===== src/rtl/io_access_arbiter.sv =====
// Round-robin arbiter sharing the IO module register-access port between two masters.
// Each access takes IDLE -> ACCESS -> DONE; the ack pulses in DONE with the captured read value.
//
// state  | meaning
// -------+-----------------------------------------------------------
// IDLE   | waiting for a request; winner latched on the accepting edge
// ACCESS | io_addr/io_wdata driven, io_we asserted for mapped writes
// DONE   | winner's ack pulses, rdata/err already updated
module io_access_arbiter #(
  parameter int DATA_WIDTH = 64,
  parameter int ADDR_WIDTH = 2
) (
  input  logic                  clk,
  input  logic                  reset,
  input  logic                  m0_req,
  input  logic                  m0_we,
  input  logic [ADDR_WIDTH-1:0] m0_addr,
  input  logic [DATA_WIDTH-1:0] m0_wdata,
  input  logic                  m1_req,
  input  logic                  m1_we,
  input  logic [ADDR_WIDTH-1:0] m1_addr,
  input  logic [DATA_WIDTH-1:0] m1_wdata,
  output logic                  m0_ack,
  output logic [DATA_WIDTH-1:0] m0_rdata,
  output logic                  m0_err,
  output logic                  m1_ack,
  output logic [DATA_WIDTH-1:0] m1_rdata,
  output logic                  m1_err,
  output logic                  io_we,
  output logic [ADDR_WIDTH-1:0] io_addr,
  output logic [DATA_WIDTH-1:0] io_wdata,
  input  logic [DATA_WIDTH-1:0] io_read_data,
  output logic                  busy,
  output logic                  grant
);

  typedef enum logic [1:0] {
    IDLE   = 2'd0,
    ACCESS = 2'd1,
    DONE   = 2'd2
  } state_t;

  localparam logic [ADDR_WIDTH-1:0] ADDR_UNMAPPED = ADDR_WIDTH'(3);

  state_t state, state_next;
  logic   last_grant;
  logic   lat_we;
  logic   winner;
  logic   accept;
  logic   unmapped;

  // On a tie the master not served last wins; otherwise the lone requester.
  assign winner   = (m0_req && m1_req) ? ~last_grant : m1_req;
  assign unmapped = (io_addr == ADDR_UNMAPPED);

  always_ff @(posedge clk or posedge reset) begin
    if (reset) state <= IDLE;
    else       state <= state_next;
  end

  always_comb begin
    state_next = state;
    accept     = 1'b0;
    io_we      = 1'b0;
    m0_ack     = 1'b0;
    m1_ack     = 1'b0;
    busy       = (state != IDLE);
    case (state)
      IDLE: begin
        if (m0_req || m1_req) begin
          accept     = 1'b1;
          state_next = ACCESS;
        end
      end
      ACCESS: begin
        io_we      = lat_we && !unmapped;
        state_next = DONE;
      end
      DONE: begin
        m0_ack     = ~grant;
        m1_ack     = grant;
        state_next = IDLE;
      end
      default: state_next = IDLE;
    endcase
  end

  always_ff @(posedge clk or posedge reset) begin
    if (reset) begin
      grant      <= 1'b0;
      last_grant <= 1'b1;
      lat_we     <= 1'b0;
      io_addr    <= '0;
      io_wdata   <= '0;
      m0_rdata   <= '0;
      m0_err     <= 1'b0;
      m1_rdata   <= '0;
      m1_err     <= 1'b0;
    end else begin
      if (accept) begin
        grant      <= winner;
        last_grant <= winner;
        lat_we     <= winner ? m1_we    : m0_we;
        io_addr    <= winner ? m1_addr  : m0_addr;
        io_wdata   <= winner ? m1_wdata : m0_wdata;
      end
      // Read value is captured on writes too; it is the pre-write contents.
      if (state == ACCESS) begin
        if (grant) begin
          m1_rdata <= unmapped ? '0 : io_read_data;
          m1_err   <= unmapped;
        end else begin
          m0_rdata <= unmapped ? '0 : io_read_data;
          m0_err   <= unmapped;
        end
      end
    end
  end

endmodule


===== config.mk =====
export PLATFORM = sky130hd
export DESIGN_NAME = io_access_arbiter
export DESIGN_NICKNAME = d
export VERILOG_FILES = /design/src/rtl/io_access_arbiter.sv
export SDC_FILE = /design/constraint.sdc
export NUM_CORES = 1
export LEC_CHECK = 0
export BUFFER_PORTS_ARGS = -buffer_cell sky130_fd_sc_hd__buf_2
export CELL_PAD_IN_SITES_DETAIL_PLACEMENT = 2
export CELL_PAD_IN_SITES_GLOBAL_PLACEMENT = 2
export CORE_MARGIN = 2
export CORE_UTILIZATION = 25
export DETAILED_ROUTE_END_ITERATION = 8
export PLACE_DENSITY = 0.87
export SLEW_MARGIN = 20
export SYNTH_ARGS = -nofsm -noshare
export SYNTH_HDL_FRONTEND = slang
export SYNTH_SLANG_ARGS = --single-unit

===== constraint.sdc =====
create_clock -name clk -period 5.72 [get_ports clk]
set_input_delay 0.286 -clock clk [delete_from_list [all_inputs] [get_ports clk]]
set_output_delay 0.286 -clock clk [all_outputs]
set_load 0.03 [all_outputs]

* Word-level counts from Yosys, hierarchy flattened
Index checks and enable logic that the tools add are counted.
** Storage, ports and cells
- Output and inout bits :: 201
- Register bits after elaboration :: 201
- Logic and storage cells :: 36
** Operators by class
- Bitwise gates (word level) :: 2
- Mux-type cells :: 12
- Equal/unequal tests :: 4
- Reduce and logical (&&, ||, !) cells :: 8
** Operators with widths (count)
- $mux W64 :: 2
- $mux W1 :: 7
- $eq A2 B2 Y1 const B :: 2
- $mux W2 :: 2
- $pmux W2 S2 :: 1
- $reduce_and A2 Y1 :: 2
- $eq A2 B1 Y1 const B :: 1
- $logic_and A1 B1 Y1 :: 2
- $logic_not A2 Y1 :: 1
- $ne A2 B2 Y1 const B :: 1
- $not A1 Y1 :: 2
- $reduce_bool A2 Y1 :: 1
- $logic_not A1 Y1 :: 1
- $logic_or A1 B1 Y1 :: 1

* Logic depth before layout (Yosys ltp)
- Word-level depth :: 4
- Gate-level depth with buffers :: 6
- Gate-level depth less buffers :: 3

* Least setup slack after synthesis
OpenSTA, ideal clock, no wires.
- Path type :: reg2out
- Start point :: register io_addr[0]
- End point :: output port io_we
- Arrival :: 1551 ps
- Buffers on the path :: 2
- Cell stages (with the launch flop) :: 5
- Slack :: 3883 ps
- Data required time :: 5434 ps
- Cells stage by stage :: dfrtp_1 nand2_1 clkbuf_1 clkbuf_1 and3_1
** On the way
- Word-level cells in the longest chain between the ends :: 4
** Ends and longest elaborated chain
- from (decl) :: RTL line 30 : output logic [ADDR_WIDTH-1:0] io_addr,
- from (signal assigned) :: RTL line 104 : io_addr <= winner ? m1_addr : m0_addr;
- $eq A2 B2 Y1 :: RTL line 54 : assign unmapped = (io_addr == ADDR_UNMAPPED);
- $logic_not A1 Y1 :: RTL line 76 : io_we = lat_we && !unmapped;
- $logic_and A1 B1 Y1 :: RTL line 76
- $mux W1 :: RTL line 68 : case (state)
- to (decl) :: RTL line 29 : output logic io_we,
Every way passes these cells.

* Worst setup path after layout
- Start point :: register io_addr[1]
- End point :: output port io_we
Same word-level chain as after synthesis.

==> results_dict.tcl <==
set metrics [dict create \
    power.leakage_nw 6.177 \
    met3WireLength_mm 1.669 \
    overflow 0 \
    regArea_mm2 0.005031 \
    worstSkewPairLatency_ns 0.53 \
    core-area_mm2 0.03328 \
    htreeDepth 1 \
    nets 1337 \
    slowest_delay_ns 0.59 \
    synth-adder-area-share_pct 0 \
    multi_input_area_mm2 0.003136 \
    p_per_area_mw_per_mm2 685.5 \
    seq_area_frac_synth_pct 59.86 \
    synth_cells 726 \
    startpoint "io_addr[1]" \
    maxCapViolations 0 \
    rrSetupSlack_ns 3.39 \
    ios 403 \
    fin_area_mm2 0.01202 \
    period_share_pct 42.46 \
    crit_family "buffers and inverters" \
    required_ns 5.43 \
    row_count 67 \
    min-delay-path-class "primary input to register" \
    nFillCells 3631 \
    syn-num-nets 928 \
    gp_congestion 0.8389 \
    route.met2.wl_mm 17.59 \
    yosys_register_bits 201 \
    max_freq_ghz 0.4117 \
    worst_pin_slew_ns 0.9988 \
    fin_util_pct 36.13 \
    grt_usage_pct 18.78 \
    cts.path.max_buffers 3 \
    synth_edf_count 0 \
    yosys.area_share.simple_pct 9.275 \
    grt_pass1_wl_mm 51.08 \
    r2r-start "state[0]" \
    reg2reg_depth 4 \
    die-area_mm2 0.03510 \
    synth_compound_area_share_pct 8.158 \
    clock_skew_ns 0.01438 \
    synth-async-reset-ratio_pct 100.0 \
    cp_cell_sequence "nand2_2 -> buf_4 -> and3_1 -> buf_2" \
    outcome "complete, no violations" \
    drtIter0Drc 185 \
    muxShareOfSynthArea_pct 19.65 \
    crit_cells 4 \
    routed_wl_mm 33.57 \
    routedWlPerCell_um 20.82 \
    numPortBuffers 402 \
    start_util_pct 25.25 \
    cts-root-buf "clkbuf_16" \
    synth_cell_types 23 \
    critPathMaxFanout 67 \
    r2r_end "io_addr[0]" \
    cp.arrival_ns 2.14 \
    grt_max_degree 95 \
    drc 0 \
    cts.sinks 201 \
    crit_buf_inv 2 \
    ant_nets 0 \
    report.final.slew_viol_count 0 \
    worstSetupEndpoint "io_we" \
    layout-drive-gt1-share_pct 51.73 \
    hpwl_mm 23.52 \
    syn_area_per_cell_um2 11.58 \
    antenna_found_initial 9 \
    die_h_um 187.4 \
    endpoint_kind "output port" \
    synthToLayoutAreaGrowth_pct 43.06 \
    ys.flop_type "dfrtp_1" \
    final.setup.tns_ns 0 \
    wl_met1_mm 12.68 \
    cts-resized-gates 0 \
    dieWidth_um 187.4 \
    yosysWarnings 0 \
    viasPerCell 4.507 \
    rsz0062_at_grt "false" \
    path_clk_slew_ns 0.06 \
    cts_buffers 27 \
    ir_worst_vdd_mv 0.2309 \
    vias 7265 \
    place_area_mm2 0.01084 \
    grt_pass1_vias 8433 \
    setup_viol 0 \
    path_class "register to output port" \
    min_period_ns 2.429 \
    syn_area_mm2 0.008404 \
    start_kind "register" \
    hold_viol 0 \
    synth_xor_area_share_pct 0 \
    first_pass_iters 4 \
    max-slew-margin-rel_pct 33.41 \
    cts_tree "done" \
    synth_top_family_by_area "multiplexers" \
    slowest_stage "buf_4" \
    highest_layer "met5" \
]
-- layout make-up --
cell class                 count  share of cell area [%]
sequential                   201                   41.85
clock buffer                  37                   6.515
tap                          448                   4.662
timing repair buffer         431                   19.13
inverter                       3                  0.1249
multi-input combinational    471                   26.08
antenna                        8                  0.1665
clock inverter                13                   1.478
-- synthesized netlist by cell type, types with 2 or more instances --
library cell / count / area [µm²]
dfrtp_1: 200 / 5005
mux2_2: 96 / 1081
buf_4: 2 / 15.01
nand2_1: 195 / 732.0
mux2_4: 38 / 570.6
inv_1: 3 / 11.26
buf_1: 4 / 15.01
clkbuf_1: 28 / 105.1
buf_6: 4 / 45.04
o21ai_0: 130 / 650.6
buf_2: 13 / 65.06
nor3b_1: 2 / 15.01
-- worst min path at each step --
stage	start	end	slack, ns	cells past startpoint
2_1_floorplan	m0_req	last_grant	0.36	1
3_3_place_gp	reset	m1_rdata[1]	0.36	2
3_5_place_dp	reset	m1_rdata[62]	0.37	2
4_1_cts	io_read_data[59]	m1_rdata[59]	0.0003	3
5_1_grt	io_read_data[10]	m1_rdata[10]	0.01	3
6_report	io_read_data[48]	m1_rdata[48]	0.03	3
-- power by group --
part	internal [mW]	leakage, nW	switching (mW)	total [mW]
sequential	2.11	2.47	0.421	2.53
combinational	1.19	3.23	2.72	3.91
clock	1.14	0.477	0.664	1.80
total	4.44	6.18	3.80	8.24
-- worst min-delay path, delay by kind of cell --
family | cells | cell delay [ns]
and+or+nand+nor | 1 | 0.06
AOI/OAI and AO/OA | 1 | 0.07
buffers and inverters | 1 | 0.10
-- flip-flops by register name, indices dropped and copies added (netlist names) --
signal / flops
grant: 1
io_addr: 2
io_wdata: 64
last_grant: 1
lat_we: 1
m0_err: 1
m0_rdata: 64
m1_err: 1
m1_rdata: 64
state: 2
-- stage by stage --
step	setup WS, ns	cells	hold WS (ns)	power (mW)
floorplan	2.833	726	0.3560	5.067
global placement	3.456	1533	0.3602	6.224
detailed placement	3.366	1534	0.3695	6.456
CTS	3.171	1604	0.0003292	8.344
global route	3.141	1612	0.01328	8.725
finish	3.291	1612	0.03098	8.241
-- layout by cell type (no fill, tap or decap), drive strengths merged --
master | netlist | final
a21bo | 1 | 1
a21oi | 1 | 1
a31oi | 1 | 1
and3 | 1 | 1
buf | 23 | 411
bufinv | 0 | 4
clkbuf | 28 | 37
clkinv | 0 | 6
clkinvlp | 0 | 2
dfrtp | 200 | 200
dfstp | 1 | 1
diode | 0 | 8
dlygate4sd3 | 0 | 20
inv | 3 | 4
mux2 | 134 | 134
nand2 | 195 | 195
nand3b | 1 | 1
nor2 | 1 | 1
nor2b | 1 | 1
nor3b | 2 | 2
o21a | 1 | 1
o21ai | 130 | 130
o22ai | 1 | 1
or3b | 1 | 1
-- kinds of logic (layout without fill, tap and decap cells) --
group / Yosys count / in the layout
compound gates: 135 / 135
buf+inv: 54 / 484
flops: 201 / 201
mux: 134 / 134
other cells: 0 / 8
simple gates: 202 / 202
-- timing repair --
action | 4_1_cts | 5_1_grt
hold endpoints to repair | 43 | 0
hold buffers | 20 | 0
buffers inserted | 0 | 0
-- per-layer routing --
metal	global-route usage, %	vias to the layer above
li1	-	3269
met1	20.40	3660
met2	33.96	234
met3	4.522	100
met4	9.615	2
met5	0	-
No activity file was read; power rests on OpenSTA's default activity.
